<file path="src/rtl/spi_master_xfer_if.sv">
`timescale 1ns/1ps
// Word-level request/response bundle between on-chip logic and the SPI master.
interface spi_master_xfer_if #(
    parameter int DATA_WIDTH = 8,
    parameter int SEL_W      = 1
);
    logic                  tx_valid;
    logic                  tx_ready;
    logic [DATA_WIDTH-1:0] tx_data;
    logic [SEL_W-1:0]      tx_sel;
    logic                  tx_hold;
    logic                  rx_valid;
    logic [DATA_WIDTH-1:0] rx_data;
    logic                  busy;

    modport master (
        output tx_valid, tx_data, tx_sel, tx_hold,
        input  tx_ready, rx_valid, rx_data, busy
    );

    modport slave (
        input  tx_valid, tx_data, tx_sel, tx_hold,
        output tx_ready, rx_valid, rx_data, busy
    );
endinterface

</file>
<file path="src/rtl/spi_master_xfer.sv">
`timescale 1ns/1ps
// Full-duplex SPI master: each accepted word becomes one DATA_WIDTH-bit transaction,
// any SPI mode, either bit order, with optional select hold across a burst.
module spi_master_xfer #(
    parameter int         SYS_CLK_FREQ = 50_000_000,
    parameter int         SPI_CLK_FREQ = 10_000_000,
    parameter logic [1:0] SPI_MODE     = 2'd0,
    parameter int         SLAVE_LINES  = 1,
    parameter int         DATA_WIDTH   = 8,
    parameter bit         MSB_FIRST    = 1'b1
) (
    input  logic                   clk,
    input  logic                   rst_n,
    spi_master_xfer_if.slave       bus,
    output logic                   sclk,
    output logic                   mosi,
    input  logic                   miso,
    output logic [SLAVE_LINES-1:0] ss_n
);
    localparam int DIVIDER = SYS_CLK_FREQ / (2 * SPI_CLK_FREQ);
    localparam int SEL_W   = $clog2(SLAVE_LINES) + 1;
    localparam int DIV_W   = (DIVIDER > 1) ? $clog2(DIVIDER) : 1;
    localparam int BIT_W   = (DATA_WIDTH > 1) ? $clog2(DATA_WIDTH) : 1;
    localparam int EDGE_W  = BIT_W + 1;
    localparam logic CPOL  = SPI_MODE[1];
    localparam logic CPHA  = SPI_MODE[0];

    if (DIVIDER < 1) begin : g_bad_divider
        $error("spi_master_xfer: SYS_CLK_FREQ/(2*SPI_CLK_FREQ) must be at least 1");
    end
    if (DATA_WIDTH < 2) begin : g_bad_width
        $error("spi_master_xfer: DATA_WIDTH must be at least 2");
    end

    typedef enum logic [2:0] {IDLE, GAP, LEAD, SHIFT, TRAIL, DONE} state_e;

    function automatic logic [SLAVE_LINES-1:0] sel_decode(input logic [SEL_W-1:0] sel);
        logic [SLAVE_LINES-1:0] ss;
        ss = '1;
        for (int i = 0; i < SLAVE_LINES; i++)
            if (sel == SEL_W'(i)) ss[i] = 1'b0;
        return ss;
    endfunction

    // k is the position in transmit order, mapped onto the word by MSB_FIRST
    function automatic logic word_bit(input logic [DATA_WIDTH-1:0] w, input logic [BIT_W-1:0] k);
        logic [BIT_W-1:0] idx;
        idx = MSB_FIRST ? BIT_W'(DATA_WIDTH - 1) - k : k;
        return w[idx];
    endfunction

    function automatic logic [DATA_WIDTH-1:0] shift_in(input logic [DATA_WIDTH-1:0] r, input logic b);
        return MSB_FIRST ? {r[DATA_WIDTH-2:0], b} : {b, r[DATA_WIDTH-1:1]};
    endfunction

    state_e                 state_q, state_d;
    logic [DIV_W-1:0]       div_cnt_q, div_cnt_d;
    logic [EDGE_W-1:0]      edge_cnt_q, edge_cnt_d;
    logic [DATA_WIDTH-1:0]  tx_word_q, tx_word_d;
    logic [DATA_WIDTH-1:0]  rx_sh_q, rx_sh_d;
    logic [SEL_W-1:0]       sel_q, sel_d;
    logic                   hold_req_q, hold_req_d;
    logic                   hold_q, hold_d;
    logic [SEL_W-1:0]       held_sel_q, held_sel_d;
    logic                   sclk_q, sclk_d;
    logic                   mosi_q, mosi_d;
    logic [SLAVE_LINES-1:0] ss_n_q, ss_n_d;
    logic                   rx_valid_q, rx_valid_d;
    logic [DATA_WIDTH-1:0]  rx_data_q, rx_data_d;
    logic                   half_end, edge_go;
    logic [EDGE_W-1:0]      edge_idx;

    always_comb begin
        state_d    = state_q;
        div_cnt_d  = div_cnt_q;
        edge_cnt_d = edge_cnt_q;
        tx_word_d  = tx_word_q;
        rx_sh_d    = rx_sh_q;
        sel_d      = sel_q;
        hold_req_d = hold_req_q;
        hold_d     = hold_q;
        held_sel_d = held_sel_q;
        sclk_d     = sclk_q;
        mosi_d     = mosi_q;
        ss_n_d     = ss_n_q;
        rx_valid_d = 1'b0;
        rx_data_d  = rx_data_q;
        edge_go    = 1'b0;
        edge_idx   = edge_cnt_q;
        half_end   = (div_cnt_q == DIV_W'(DIVIDER - 1));

        if (state_q != IDLE)
            div_cnt_d = half_end ? '0 : div_cnt_q + 1'b1;

        case (state_q)
            IDLE: begin
                if (bus.tx_valid) begin
                    tx_word_d  = bus.tx_data;
                    sel_d      = bus.tx_sel;
                    hold_req_d = bus.tx_hold;
                    div_cnt_d  = '0;
                    // switching targets under a held select needs a deselect gap first
                    if (hold_q && bus.tx_sel != held_sel_q) begin
                        state_d = GAP;
                        ss_n_d  = '1;
                    end else begin
                        state_d = LEAD;
                        ss_n_d  = sel_decode(bus.tx_sel);
                        mosi_d  = word_bit(bus.tx_data, '0);
                    end
                end
            end
            GAP: begin
                if (half_end) begin
                    state_d = LEAD;
                    ss_n_d  = sel_decode(sel_q);
                    mosi_d  = word_bit(tx_word_q, '0);
                end
            end
            LEAD: begin
                if (half_end) begin
                    state_d    = SHIFT;
                    sclk_d     = ~CPOL;
                    edge_go    = 1'b1;
                    edge_idx   = '0;
                    edge_cnt_d = '0;
                end
            end
            SHIFT: begin
                if (half_end) begin
                    if (edge_cnt_q == EDGE_W'(2 * DATA_WIDTH - 1)) begin
                        state_d = TRAIL;
                    end else begin
                        sclk_d     = ~sclk_q;
                        edge_go    = 1'b1;
                        edge_idx   = edge_cnt_q + 1'b1;
                        edge_cnt_d = edge_idx;
                    end
                end
            end
            TRAIL: begin
                if (half_end) state_d = DONE;
            end
            DONE: begin
                state_d    = IDLE;
                rx_valid_d = 1'b1;
                rx_data_d  = rx_sh_q;
                mosi_d     = 1'b0;
                hold_d     = hold_req_q;
                held_sel_d = sel_q;
                if (!hold_req_q) ss_n_d = '1;
            end
            default: state_d = IDLE;
        endcase

        // edge_idx even = leading edge, odd = trailing edge
        if (edge_go) begin
            if (!edge_idx[0]) begin
                if (CPHA) mosi_d  = word_bit(tx_word_q, BIT_W'(edge_idx >> 1));
                else      rx_sh_d = shift_in(rx_sh_q, miso);
            end else begin
                if (CPHA)
                    rx_sh_d = shift_in(rx_sh_q, miso);
                else if (edge_idx != EDGE_W'(2 * DATA_WIDTH - 1))
                    mosi_d = word_bit(tx_word_q, BIT_W'(EDGE_W'(edge_idx + 1'b1) >> 1));
            end
        end
    end

    always_ff @(posedge clk or negedge rst_n) begin
        if (!rst_n) begin
            state_q    <= IDLE;
            div_cnt_q  <= '0;
            edge_cnt_q <= '0;
            tx_word_q  <= '0;
            rx_sh_q    <= '0;
            sel_q      <= '0;
            hold_req_q <= 1'b0;
            hold_q     <= 1'b0;
            held_sel_q <= '0;
            sclk_q     <= CPOL;
            mosi_q     <= 1'b0;
            ss_n_q     <= '1;
            rx_valid_q <= 1'b0;
            rx_data_q  <= '0;
        end else begin
            state_q    <= state_d;
            div_cnt_q  <= div_cnt_d;
            edge_cnt_q <= edge_cnt_d;
            tx_word_q  <= tx_word_d;
            rx_sh_q    <= rx_sh_d;
            sel_q      <= sel_d;
            hold_req_q <= hold_req_d;
            hold_q     <= hold_d;
            held_sel_q <= held_sel_d;
            sclk_q     <= sclk_d;
            mosi_q     <= mosi_d;
            ss_n_q     <= ss_n_d;
            rx_valid_q <= rx_valid_d;
            rx_data_q  <= rx_data_d;
        end
    end

    assign bus.tx_ready = (state_q == IDLE);
    assign bus.busy     = (state_q != IDLE) || hold_q;
    assign bus.rx_valid = rx_valid_q;
    assign bus.rx_data  = rx_data_q;
    assign sclk         = sclk_q;
    assign mosi         = mosi_q;
    assign ss_n         = ss_n_q;
endmodule
</file>
<file path="src/flat_wrapper.sv">
// flat-port wrapper written by rule: the top's interface ports become plain ports
module spi_master_xfer_flat 
#(
    parameter int         SYS_CLK_FREQ = 50_000_000,
    parameter int         SPI_CLK_FREQ = 10_000_000,
    parameter logic [1:0] SPI_MODE     = 2'd0,
    parameter int         SLAVE_LINES  = 1,
    parameter int         DATA_WIDTH   = 8,
    parameter bit         MSB_FIRST    = 1'b1
)
  (clk, rst_n, sclk, mosi, miso, ss_n, bus_tx_valid, bus_tx_data, bus_tx_sel, bus_tx_hold, bus_tx_ready, bus_rx_valid, bus_rx_data, bus_busy);
  spi_master_xfer_if #(.DATA_WIDTH(DATA_WIDTH)) bus_i ();
  input  logic clk;
  input  logic rst_n;
  output logic sclk;
  output logic mosi;
  input  logic miso;
  output logic [SLAVE_LINES-1:0] ss_n;
  input wire logic [$bits(bus_i.tx_valid)-1:0] bus_tx_valid;
  input wire logic [$bits(bus_i.tx_data)-1:0] bus_tx_data;
  input wire logic [$bits(bus_i.tx_sel)-1:0] bus_tx_sel;
  input wire logic [$bits(bus_i.tx_hold)-1:0] bus_tx_hold;
  output wire logic [$bits(bus_i.tx_ready)-1:0] bus_tx_ready;
  output wire logic [$bits(bus_i.rx_valid)-1:0] bus_rx_valid;
  output wire logic [$bits(bus_i.rx_data)-1:0] bus_rx_data;
  output wire logic [$bits(bus_i.busy)-1:0] bus_busy;
  assign bus_i.tx_valid = bus_tx_valid;
  assign bus_i.tx_data = bus_tx_data;
  assign bus_i.tx_sel = bus_tx_sel;
  assign bus_i.tx_hold = bus_tx_hold;
  assign bus_tx_ready = bus_i.tx_ready;
  assign bus_rx_valid = bus_i.rx_valid;
  assign bus_rx_data = bus_i.rx_data;
  assign bus_busy = bus_i.busy;
  spi_master_xfer #(.SYS_CLK_FREQ(SYS_CLK_FREQ), .SPI_CLK_FREQ(SPI_CLK_FREQ), .SPI_MODE(SPI_MODE), .SLAVE_LINES(SLAVE_LINES), .DATA_WIDTH(DATA_WIDTH), .MSB_FIRST(MSB_FIRST)) u_core (.clk(clk), .rst_n(rst_n), .bus(bus_i), .sclk(sclk), .mosi(mosi), .miso(miso), .ss_n(ss_n));
endmodule
</file>
<file path="config.mk">
export PLATFORM = sky130hd
export DESIGN_NAME = spi_master_xfer_flat
export DESIGN_NICKNAME = d
export VERILOG_FILES = /design/src/rtl/spi_master_xfer_if.sv /design/src/rtl/spi_master_xfer.sv /design/src/flat_wrapper.sv
export SDC_FILE = /design/constraint.sdc
export NUM_CORES = 1
export LEC_CHECK = 0
export CORE_MARGIN = 10
export CORE_UTILIZATION = 35
export CTS_CLUSTER_DIAMETER = 40
export DETAILED_ROUTE_END_ITERATION = 16
export PLACE_DENSITY = 0.62
export SLEW_MARGIN = 0
export SYNTH_ARGS = -nofsm -noshare
export SYNTH_HDL_FRONTEND = slang
export SYNTH_SLANG_ARGS = --single-unit
</file>
<file path="constraint.sdc">
create_clock -name clk -period 5.5 [get_ports clk]
set_input_delay 1.1 -clock clk [delete_from_list [all_inputs] [get_ports clk]]
set_output_delay 1.1 -clock clk [all_outputs]
set_load 0.02 [all_outputs]
</file>
==> results.yml <==
outcome:
  status: "complete, no violations"
grt:
  grt_usage: 0.0944
  grt-ovfl-total: 0
  grt_antenna_before_repair: 0
  grt_pass1_wl_mm: 6.83
  grt_start_max_net_pins: 41
  top_usage_layer: "met2"
  met2_usage: 0.128
  grt_pass1_vias: 1367
  met3_usage: 0.0487
  met1_usage: 0.125
timing:
  setup_slack_ns: 2.13
  drv_slew: 0
  max_slew_margin: 0.425
  post-route-period-util: 0.614
  hold_ws_ns: 0.503
  hold_viol_final: 0
  setup_viol_count_final: 0
  rsz0062_at_grt: "no"
  min_period_ns: 3.37
  clock.fmax_ghz: 0.296
  tightest_slew_ns: 0.863
  tns_ns: 0
  finClkSkew_ns: 0.00580
clock_network:
  cts-root-buf: "clkbuf_8"
  clk_latency_ns: 0.29
  cts_hold_buffers: 0
  cts_buffer_depth: 2
  cts_tree: "yes"
  cts_buffers: 5
  clock_sinks: 40
  htreeDepth: 2
  cts_setup_buffers: 0
  clk_pin_slew_ns: 0.08
  cts-resized-gates: 0
route:
  drt_iter0_markers: 86
  drt-pass1-iter-count: 4
  ant_nets: 0
  drt-total-wl_mm: 3.97
  wl_per_cell_um: 15.2
  route.detailed.drc: 0
  viasPerCell: 5.23
  via_count: 1366
yosys:
  yosys_warnings: 0
  yosysTopAreaCell: "dfrtp_1"
  synth.cell_area_um2: 2000
  synth_edf_count: 0
  synth_top_flop_cell: "dfrtp_1"
  synth_nets: 179
  avgSynthCellArea_um2: 12.3
  async_flop_share: 1.00
  syn_inst: 163
  yosys.area.top_type_share: 0.488
  ys_types: 51
  ys_seq_area_frac: 0.502
  yosys-top-cells-area: "dfrtp_1 (49%), mux2_2 (16%), mux2i_1 (1.5%)"
  ys_ff_latch: 40
placement:
  gp_congestion: 0.796
  dp_slack_ns: 2.46
  port_buffers: 27
  dp_hpwl_mm: 2.77
run:
  maxCapViolCount: 0
critical_path:
  crit_path_max_incr_delay_ns: 0.71
  ff2ff_setup_slack_ns: 2.48
  slowest_stage: "clkdlybuf4s50_1"
  start_kind: "flop"
  crit_arrival_ns: 2.27
  path_max_fanout: 26
  path_class: "reg2out"
  worstPathCellList: "nor3_1 -> clkdlybuf4s50_1"
  critPathRequiredTime_ns: 4.40
  critPathCaptureType: "output port"
  cp.buffers_inverters: 1
  path_delay_family: "buffers and inverters"
pwr:
  pwr-share-clk: 0.173
  pwr-share-seq: 0.456
  switching_share: 0.351
  p_comb_frac: 0.371
  p_int_w: 0.000714
  power.switching_w: 0.000386
  powerDensity_nw_per_um2: 462
  p_leak_nw: 1.02
  ir_drop_uv: 249
floorplanning:
  start_util: 0.361
  row_count: 27
  chipWidth_um: 95.6
  dieArea_um2: 9130
  io_pins: 28
  die_h_um: 95.6
  core_area_um2: 5540
final_layout:
  drive_above_1_share: 0.243
  area_growth_pct: 19.2
  fin_util: 0.430
  antenna_cells: 0
  nets: 204
min_path:
  min_path_type: "reg2reg"
-- through the flow --
stage	total power, W	instance area (um2)	cells
2_1_floorplan	0.000821	2000	163
3_3_place_gp	0.000912	2300	253
3_5_place_dp	0.000922	2300	253
4_1_cts	0.00112	2380	261
5_1_grt	0.00119	2380	261
6_report	0.00110	2380	261
-- cell usage after synthesis (all sizes together) (3+ instances only) --
cell	n
and3	3
o21ai	6
clkbuf	4
nand2	7
nand3b	3
buf	5
inv	4
dfrtp	39
mux2i	3
a21o	3
nand3	3
a21oi	6
nor2	7
mux2	28
a211oi	4
-- path summary, 6_finish.rpt --
check | endpoint | cells past startpoint | startpoint
setup / recovery | bus_tx_ready | 2 | u_core.state_q[0]
hold / removal | u_core.ss_n | 2 | u_core.ss_n
setup reg to reg | u_core.mosi | 11 | u_core.state_q[1]
hold reg to reg | u_core.ss_n | 2 | u_core.ss_n
max in group asynchronous | u_core.tx_word_q[4] | 1 | rst_n
min in group asynchronous | u_core.div_cnt_q | 1 | rst_n
-- layout by cell type (no fill, tap or decap), types with 3 or more instances in the layout --
master / synthesis / final
dfrtp_1: 39 / 39
mux2_2: 28 / 28
clkdlybuf4s50_1: 0 / 26
nor2_1: 7 / 7
nand2_1: 7 / 7
o21ai_0: 6 / 6
a21oi_1: 5 / 5
clkbuf_8: 1 / 5
inv_1: 4 / 4
a211oi_1: 4 / 4
a21o_1: 3 / 3
nand3_1: 3 / 3
mux2i_1: 3 / 3
-- routing by layer --
metal	vias up	share of wire	routed length, um
met1	669	0.46	1810
met2	35	0.44	1730
met4	0	0.013	52
li1	656	-	-
met5	-	0	0
met3	6	0.093	369
-- worst min-delay path, stage by stage (launching register included) --
cell	delay, ns
dfstp_2	0.37
o21ai_0	0.06
o41ai_1	0.07
-- power by group through the flow --
stage | clock (W) | combinational (W) | sequential, W
detailed placement | 0 | 0.000413 | 0.000509
global route | 0.000214 | 0.000459 | 0.000521
finish | 0.000190 | 0.000408 | 0.000502
floorplan | 0 | 0.000366 | 0.000455
CTS | 0.000200 | 0.000414 | 0.000504
global placement | 0 | 0.000405 | 0.000507
-- sequential cells by signal, summed over array words and instances, names as in the netlist, 3 cells and up --
name                flops
u_core.rx_sh_q          8
u_core.state_q          3
u_core.bus.rx_data      8
u_core.edge_cnt_q       4
u_core.tx_word_q        8
-- kinds of logic after synthesis --
logic type / after synthesis / synth area share
compound gates: 35 / 0.132
xor+xnor: 2 / 0.00877
fa+ha+maj: 2 / 0.0125
buf+inv: 13 / 0.0363
flops: 40 / 0.502
mux: 33 / 0.197
simple gates: 38 / 0.112
-- layout make-up --
class	instances	area, um2
sequential	40	1000
tap	72	90.1
fill	541	3160
clock inverter	2	12.5
timing repair buffer	27	265
clock buffer	6	72.6
inverter	4	15.0
multi-input combinational	110	923
Power figures use the tool's default switching activity.
